## src/rtl/fetch_stage.sv

```systemverilog
// -----------------------------------------------------------------------------
// fetch_stage
//
// Instruction fetch front end. Issues word-aligned fetch requests to an
// in-order instruction memory, tracks the PC of every request in flight,
// buffers returned instructions for decode and squashes the wrong path when
// execute resolves a taken branch or a jump.
//
// Parameters
//   RESET_PC   first fetch address after reset
//   BUF_DEPTH  instruction-buffer depth, also the cap on outstanding + buffered
//              fetches (legal 1..4)
//
// Ports
//   clk, reset_n          single clock, asynchronous active-low reset
//   pc_src, branch_target taken branch from execute and its destination
//   jalr_flag,
//   jalr_target_offset    resolved jump and its destination (wins over branch)
//   stall                 decode cannot take an instruction this cycle
//   imem_req_valid/ready  request handshake, imem_req_addr is the fetch PC
//   imem_resp_valid/data  in-order read data, >= 1 cycle after acceptance
//   instr_valid           instr_out / pc_out hold the buffer head
//   flush_out             younger pipeline registers must squash this cycle
//   state_dbg             current FSM state, for checkers only
//
// Handshake semantics: every valid/ready pair transfers exactly when both are
// high on a rising edge. A producer that raises valid keeps it and its payload
// stable until the transfer, except that a redirect may replace the request.
// The memory has no ready on its response side: the request cap guarantees
// every response finds buffer space.
// -----------------------------------------------------------------------------
module fetch_stage #(
  parameter logic [31:0] RESET_PC  = 32'h0000_0000,
  parameter int unsigned BUF_DEPTH = 2
) (
  input  logic        clk,
  input  logic        reset_n,
  input  logic        pc_src,
  input  logic [31:0] branch_target,
  input  logic        jalr_flag,
  input  logic [31:0] jalr_target_offset,
  input  logic        stall,
  input  logic        imem_req_ready,
  input  logic        imem_resp_valid,
  input  logic [31:0] imem_resp_data,
  output logic        imem_req_valid,
  output logic [31:0] imem_req_addr,
  output logic        instr_valid,
  output logic [31:0] instr_out,
  output logic [31:0] pc_out,
  output logic        flush_out,
  output logic [1:0]  state_dbg
);

  // Counters must hold 0..4; pointers address a fixed 4-entry storage of
  // which only BUF_DEPTH entries are used.
  localparam int CW = 3;
  localparam int PW = 2;
  localparam logic [CW-1:0] DEPTH_C = CW'(BUF_DEPTH);

  typedef enum logic [1:0] {
    S_BOOT  = 2'd0,
    S_RUN   = 2'd1,
    S_DRAIN = 2'd2
  } state_t;

  state_t          state_q, state_d;
  logic [31:0]     req_addr_q, req_addr_d;
  logic [CW-1:0]   outst_q, outst_d;
  logic [CW-1:0]   drop_q, drop_d;

  // PCs of live (non-stale) requests, oldest first.
  logic [31:0]     pcq_mem [4];
  logic [PW-1:0]   pcq_rd_q, pcq_wr_q;

  // Instruction buffer seen by decode.
  logic [31:0]     fifo_pc    [4];
  logic [31:0]     fifo_instr [4];
  logic [PW-1:0]   fifo_rd_q, fifo_wr_q;
  logic [CW-1:0]   fifo_cnt_q;

  logic            redirect;
  logic [31:0]     redirect_target;
  logic            handshake;
  logic            resp;
  logic            fifo_push;
  logic            fifo_pop;
  logic            pcq_push;
  logic            pcq_pop;

  function automatic logic [PW-1:0] ptr_inc(input logic [PW-1:0] p);
    return (p == PW'(BUF_DEPTH - 1)) ? '0 : p + PW'(1);
  endfunction

  // ---------------------------------------------------------------------------
  // Redirect and handshake decode
  // ---------------------------------------------------------------------------
  always_comb begin
    redirect        = (state_q != S_BOOT) && (pc_src || jalr_flag);
    redirect_target = jalr_flag ? {jalr_target_offset[31:2], 2'b00}
                                : {branch_target[31:2], 2'b00};
    // Outstanding plus buffered never exceeds the depth, so a response can
    // always be written without back-pressure on the memory.
    imem_req_valid  = (state_q == S_RUN) && ((outst_q + fifo_cnt_q) < DEPTH_C);
    handshake       = imem_req_valid && imem_req_ready;
    resp            = imem_resp_valid;
    instr_valid     = (fifo_cnt_q != '0);

    // Only RUN holds live requests; everything in flight at a redirect is
    // stale, including the request accepted and the response returned in
    // the redirect cycle itself.
    fifo_push       = resp && (state_q == S_RUN) && !redirect;
    fifo_pop        = instr_valid && !stall && !redirect;
    pcq_push        = handshake && !redirect;
    pcq_pop         = fifo_push;

    outst_d         = outst_q + CW'(handshake) - CW'(resp);
  end

  // ---------------------------------------------------------------------------
  // FSM next state, fetch address and stale-response counter
  // ---------------------------------------------------------------------------
  always_comb begin
    state_d    = state_q;
    req_addr_d = req_addr_q;
    drop_d     = drop_q;

    unique case (state_q)
      S_BOOT: begin
        state_d = S_RUN;
      end

      S_RUN: begin
        if (redirect) begin
          req_addr_d = redirect_target;
          drop_d     = outst_d;
          state_d    = (outst_d != '0) ? S_DRAIN : S_RUN;
        end else if (handshake) begin
          req_addr_d = req_addr_q + 32'd4;
        end
      end

      S_DRAIN: begin
        if (resp && (drop_q != '0)) begin
          drop_d = drop_q - CW'(1);
        end
        if (redirect) begin
          req_addr_d = redirect_target;
        end
        state_d = (drop_d == '0) ? S_RUN : S_DRAIN;
      end

      default: begin
        state_d = S_BOOT;
      end
    endcase
  end

  always_ff @(posedge clk or negedge reset_n) begin
    if (!reset_n) begin
      state_q    <= S_BOOT;
      req_addr_q <= RESET_PC;
      outst_q    <= '0;
      drop_q     <= '0;
    end else begin
      state_q    <= state_d;
      req_addr_q <= req_addr_d;
      outst_q    <= outst_d;
      drop_q     <= drop_d;
    end
  end

  // ---------------------------------------------------------------------------
  // Buffer and PC-tracking pointers; both empty on redirect
  // ---------------------------------------------------------------------------
  always_ff @(posedge clk or negedge reset_n) begin
    if (!reset_n) begin
      fifo_rd_q  <= '0;
      fifo_wr_q  <= '0;
      fifo_cnt_q <= '0;
      pcq_rd_q   <= '0;
      pcq_wr_q   <= '0;
    end else if (redirect) begin
      fifo_rd_q  <= '0;
      fifo_wr_q  <= '0;
      fifo_cnt_q <= '0;
      pcq_rd_q   <= '0;
      pcq_wr_q   <= '0;
    end else begin
      if (fifo_push) fifo_wr_q <= ptr_inc(fifo_wr_q);
      if (fifo_pop)  fifo_rd_q <= ptr_inc(fifo_rd_q);
      fifo_cnt_q <= fifo_cnt_q + CW'(fifo_push) - CW'(fifo_pop);
      if (pcq_push)  pcq_wr_q <= ptr_inc(pcq_wr_q);
      if (pcq_pop)   pcq_rd_q <= ptr_inc(pcq_rd_q);
    end
  end

  // Storage needs no reset: outputs are masked while the buffer is empty.
  always_ff @(posedge clk) begin
    if (fifo_push) begin
      fifo_pc[fifo_wr_q]    <= pcq_mem[pcq_rd_q];
      fifo_instr[fifo_wr_q] <= imem_resp_data;
    end
    if (pcq_push) begin
      pcq_mem[pcq_wr_q] <= imem_req_addr;
    end
  end

  // ---------------------------------------------------------------------------
  // Outputs
  // ---------------------------------------------------------------------------
  always_comb begin
    imem_req_addr = req_addr_q;
    instr_out     = instr_valid ? fifo_instr[fifo_rd_q] : '0;
    pc_out        = instr_valid ? fifo_pc[fifo_rd_q]    : '0;
    flush_out     = redirect;
    state_dbg     = state_q;
  end

endmodule

```

## config.mk

```make
export PLATFORM = sky130hd
export DESIGN_NAME = fetch_stage
export DESIGN_NICKNAME = d
export VERILOG_FILES = /design/src/rtl/fetch_stage.sv
export SDC_FILE = /design/constraint.sdc
export NUM_CORES = 1
export LEC_CHECK = 0
export BUFFER_PORTS_ARGS = -buffer_cell sky130_fd_sc_hd__buf_2
export CAP_MARGIN = 20
export CORE_MARGIN = 4
export CORE_UTILIZATION = 28
export CTS_BUF_LIST = sky130_fd_sc_hd__clkbuf_4
export CTS_CLUSTER_SIZE = 14
export DETAILED_ROUTE_END_ITERATION = 12
export PLACE_DENSITY_LB_ADDON = 0.25
export SLEW_MARGIN = 20
export SYNTH_ARGS = -nofsm -noshare
export SYNTH_HDL_FRONTEND = slang
export SYNTH_SLANG_ARGS = --single-unit
```

## constraint.sdc

```tcl
create_clock -name clk -period 5.46 [get_ports clk]
set_input_delay 0.273 -clock clk [delete_from_list [all_inputs] [get_ports clk]]
set_output_delay 0.273 -clock clk [all_outputs]
set_load 0.03 [all_outputs]
```

# Word-level counts from Yosys, hierarchy flattened
# Memories as Yosys holds them, arrays and structs flattened.
# Index checks and enable logic that the tools add are counted.
[word_totals]
regBits = 51
ram_bits = 384
input_bits = 103
output_inout_bits = 101
wordCells = 89
mem_count = 3
[mem_list]
columns = ["memory", "words", "word_bits", "rd", "rd_ports_with_merged_regs", "write_ports", "line_no", "text"]
rows = [
  ["fifo_instr", 4, 32, 1, 0, 1, "78", "logic [31:0] fifo_instr [4];"],
  ["fifo_pc", 4, 32, 1, 0, 1, "77", "logic [31:0] fifo_pc [4];"],
  ["pcq_mem", 4, 32, 1, 0, 1, "73", "logic [31:0] pcq_mem [4];"],
]
[classes]
add_sub_neg = 11
magnitude_cmp = 1
n_eq_ne = 9
n_mux = 32
reduce_logical = 24
[op_table]
columns = ["cell", "n"]
rows = [
  ["$mux W32", 6],
  ["$pmux W32 S2", 1],
  ["$add A32 B3 Y32 const B", 1],
  ["$mux W2", 15],
  ["$mux W3", 4],
  ["$eq A2 B1 Y1 const B", 5],
  ["$reduce_bool A2 Y1", 5],
  ["$logic_and A1 B1 Y1", 9],
  ["$reduce_bool A3 Y1", 3],
  ["$add A2 B1 Y2 const B", 4],
  ["$add A3 B1 Y3", 2],
  ["$pmux W2 S3", 1],
  ["$pmux W3 S2", 1],
  ["$sub A3 B1 Y3", 2],
  ["$mux W1", 4],
  ["$ne A2 B2 Y1 const B", 2],
  ["$add A3 B3 Y3", 1],
  ["$logic_not A3 Y1", 1],
  ["$lt A3 B2 Y1 const B", 1],
  ["$ne A3 B3 Y1 const B", 1],
  ["$reduce_and A3 Y1", 1],
  ["$sub A3 B1 Y3 const B", 1],
  ["$eq A2 B2 Y1 const B", 1],
  ["$logic_not A1 Y1", 2],
  ["other kinds (3)", 3],
]

# Logic depth before layout (Yosys ltp)
[logic_depth]
word_depth = 10
mapped_depth = 13

# Worst setup path after synthesis
# No wires, ideal clock.
[synth_path]
path_type = "register -> register"
start = "register state_q[0], in the netlist state_dbg[0]"
end = "memory fifo_instr[2][0], enable pin"
t_arrival_ns = 5.694
setup_slack_ns = -0.805
stages_incl_launch_ff = 4
n_path_buf = 1
synth_period_minus_slack_ns = 6.265
cell_sequence = "dfrtp_1 -> clkbuf_1 -> nand3_1 -> nor3b_1"
[synth_between]
elab_chain_len = 6
[synth_rtl]
columns = ["element", "line_no", "text"]
rows = [
  ["start, declared", "67", "state_t state_q, state_d;"],
  ["start signal, assigned", "166", "state_q <= state_d;"],
  ["$reduce_bool A2 Y1", "99", "redirect = (state_q != S_BOOT) && (pc_src || jalr_flag);"],
  ["$logic_and A1 B1 Y1", "99", ""],
  ["$logic_not A1 Y1", "112", "fifo_push = resp && (state_q == S_RUN) && !redirect;"],
  ["$logic_and A1 B1 Y1 (*)", "112", ""],
  ["$mux W1 (*)", "200", "if (fifo_push) begin"],
  ["$mux W1 (not written as such) (*)", "202", "fifo_instr[fifo_wr_q] <= imem_resp_data;"],
  ["end, declared", "78", ""],
]
# Every way passes the cells marked *; elsewhere a longest branch is shown, timed or not.

# Worst setup path in the final report
[layout_path]
start = "register fifo_rd_q[0]"
end = "output pc_out[25]"
[layout_between]
elab_chain_len = 2
[layout_rtl]
columns = ["element", "line_no", "text"]
rows = [
  ["start, declared", "79", "logic [PW-1:0] fifo_rd_q, fifo_wr_q;"],
  ["start signal, assigned", "191", "if (fifo_pop) fifo_rd_q <= ptr_inc(fifo_rd_q);"],
  ["$mem_v2 Z4 W32", "n/a", ""],
  ["$mux W32", "215", "pc_out = instr_valid ? fifo_pc[fifo_rd_q] : '0;"],
  ["end, declared", "50", "output logic [31:0] pc_out,"],
]
# No other way between the ends.

==> impl_metrics.csv <==
group,metric,value,unit
status,status,"completed",
setup_path,slowest_stage,"dfrtp_4",
setup_path,critPathLaunch,"fifo_rd_q[0]",
placement,dp_hpwl,24700,um
drt,wl_per_cell,18.6,um
yosys,syn_area,17100,um2
yosys,ys_ff_latch,417,
layout,multiInputGateArea,4580,um2
clock_network,cts_tree,"built",
placement,gp_congestion,0.782,
global_route,grt_pass1_vias,10565,
clock_network,clock_latency,0.83,ns
clock_network,postCtsResizedCells,0,
placement,portBuffers,195,
layout,fin_util,35.5,%
timing,setup_viol,0,
run,maxCapViolations,0,
timing,rsz0062_at_grt,"no",
setup_path,crit_path_end_kind,"output pin",
global_route,grt_overflow,0,
yosys,avgSynthCellArea,18.1,um2
setup_path,reg2reg_slack,2.21,ns
layout,fillers,5857,
yosys,synth_warnings,0,
yosys,synth_top_area_share,64.6,%
layout,final_layout_size_suffix_gt1_share,36.7,%
setup_path,path_buf_inv,2,
floorplan,die_y,255,um
timing,max_freq,291,MHz
worst_hold_path,hold_path.class,"in -> reg",
drt,ant_nets,0,
layout,seq_area,12300,um2
timing,max_slew_margin,41.9,%
setup_path,critPathMaxStageDelay,0.83,ns
timing,maxSlewViolCount,0,
timing,setup_ws,2.02,ns
setup_path,cp.depth,4,
yosys,synth_ff_type,"edfxtp_1",
global_route,antenna_found_initial,2,
clock_network,cts.clk_slew.worst_paths,0.06,ns
clock_network,cts_root_buffer,"clkbuf_4",
setup_path,path_cells,"buf_4 -> mux4_2 -> nor2b_1 -> buf_2",
setup_path,cp.arrival,3.17,ns
timing,worst_pin_slew,0.872,ns
power,leakagePower,0.00754,uW
yosys,yosysTopAreaCell,"edfxtp_1",
clock_network,post_cts_buffers,0,
placement,pre_cts_slack,2.00,ns
power,p_per_area,496,nW/um2
floorplan,rows,90,
yosys,synth_edf_count,368,
clock_network,clock_path_buffers,3,
floorplan,io-pin-count,204,
setup_path,rr_worst_depth,7,
timing,hold_slack,0.171,ns
clock_network,cts_made_buffers,111,
global_route,grt_max_degree,65,
layout,syn2layout_area_growth,25.4,%
clock_network,htree_num_levels,3,
layout,nets,1431,
power,vdd_drop_max,0.000214,V
setup_path,reg2reg_to,"pcq_mem[3][10]",
drt,vias_per_cell,4.57,
setup_path,cp_max_fo,30,
setup_path,r2r_start,"fifo_cnt_q[1]",
setup_path,critPathLaunchType,"flop",
yosys,yosysUniqueCellTypes,63,
power,p_total,10600,uW
timing,timing.final.crit_share,63.0,%
timing,final-hold-violation-count,0,
floorplan,core_area,60400,um2
yosys,async_flop_share,11.8,%
timing,setup_tns,0,ns
yosys,yosysSeqAreaShare,71.8,%
floorplan,die_w,255,um
drt,initialDrtViolationCount,472,
setup_path,required,5.19,ns
global_route,grt_pass1_wl,62300,um
yosys,synth_cells,945,
yosys,synthTopCellsByCount,"edfxtp_1, mux4_2, nor2b_1",
drt,wl,40800,um
yosys,ys_top_cells_by_area,"edfxtp_1, mux4_2, dfrtp_1",
drt,firstDrtPassIters,5,
timing,finClkSkew,0.0484,ns
setup_path,critPathKind,"reg -> out",
timing,finalCriticalPeriod,3.44,ns
setup_path,path_delay_family,"flip-flops",
drt,vias,10007,
yosys,synth_most_common_cell,"edfxtp_1",
floorplan,start_util,28.3,%
drt,drc_errors,0,
floorplan,die_area,65100,um2
clock_network,cts.sinks,417,
global_route,track_usage,12.6,%
setup_path,worstSetupEndpoint,"pc_out[25]",
[final cells by class]
type	count	share of cell area, %
clock buffer	165	5.78
inverter	16	0.280
timing repair buffer	311	9.87
tap	782	4.56
clock inverter	32	0.788
sequential	417	57.3
multi-input combinational	461	21.4
antenna	4	0.0467
[worst register-to-register path, delay by kind of cell (launching register included)]
kind                       cells  cell delay (ns)
buffers and inverters          2             0.38
adders and majority gates      1             0.51
DFF                            1             0.39
AOI/OAI and AO/OA              1             0.13
and+or+nand+nor                3             1.43
[state kept, by name (all words and copies together), names as in the netlist]
register,cells
drop_q,3
fifo_cnt_q,3
fifo_instr,128
fifo_pc,120
fifo_rd_q,2
fifo_wr_q,2
imem_req_addr,30
outst_q,3
pcq_mem,120
pcq_rd_q,2
pcq_wr_q,2
state_dbg,2
[what timing repair did]
| action | 4_1_cts | 5_1_grt |
|---|---|---|
| hold buffers | 98 | 0 |
| endpoints found under the hold margin | 216 | 0 |
| setup endpoints to repair | 0 | 0 |
[cell families after synthesis]
| kind of cell | after synthesis | share of synthesized area, % |
|---|---|---|
| buffers and inverters | 70 | 1.82 |
| other | 1 | 0.0219 |
| and+or+nand+nor | 210 | 7.00 |
| muxes | 119 | 13.7 |
| DFF | 417 | 71.8 |
| AOI/OAI and AO/OA | 109 | 4.19 |
| adders and majority gates | 10 | 0.864 |
| xor gates and xnor gates | 9 | 0.556 |
[power breakdown]
part           switching [uW]  total (uW)  internal, uW
combinational            2200        3420          1220
sequential                485        4560          4080
clock                    1240        2660          1420
total                    3920       10600          6720
[per-stage QoR]
| stage | cell area [um2] | std cells |
|---|---|---|
| after floorplan | 17100 | 948 |
| after global placement | 19000 | 1889 |
| after detailed placement | 19000 | 1889 |
| after CTS | 21400 | 2184 |
| after global routing | 21400 | 2188 |
| final | 21400 | 2188 |
[placed cells by master (no fill, tap or decap), drive strengths merged, types with 7 or more instances in the layout]
cell type,instances
o22ai,8
inv,19
nand4,10
buf,213
dfrtp,49
a31oi,7
clkbuf,165
clkinv,28
ha,7
mux2i,22
a21oi,36
nor3,17
mux4,92
o21ai,19
nand2,25
nand3,20
nor2b,69
nor2,33
dlygate4sd3,98
and2,9
and3,10
edfxtp,368
[per-layer routing]
metal / GRT usage, % / vias to the layer above / wire length [um]
met5: 0 / - / 0
met4: 4.49 / 0 / 978
met3: 3.75 / 80 / 2190
met2: 20.5 / 292 / 19500
met1: 16.2 / 5020 / 18100
li1: - / 4615 / -
[how the worst min path moves through the flow]
stage                     startpoint           endpoint  slack (ns)  cells past startpoint
after floorplan              reset_n          drop_q[0]       -0.02                      0
after global placement       reset_n          drop_q[1]        0.44                      2
after detailed placement     reset_n          drop_q[1]        0.44                      2
after CTS                     pc_src  imem_req_addr[26]        0.03                      5
after global routing          pc_src  imem_req_addr[26]        0.04                      5
final                         pc_src  imem_req_addr[26]        0.17                      5
Power figures use the tool's default switching activity.
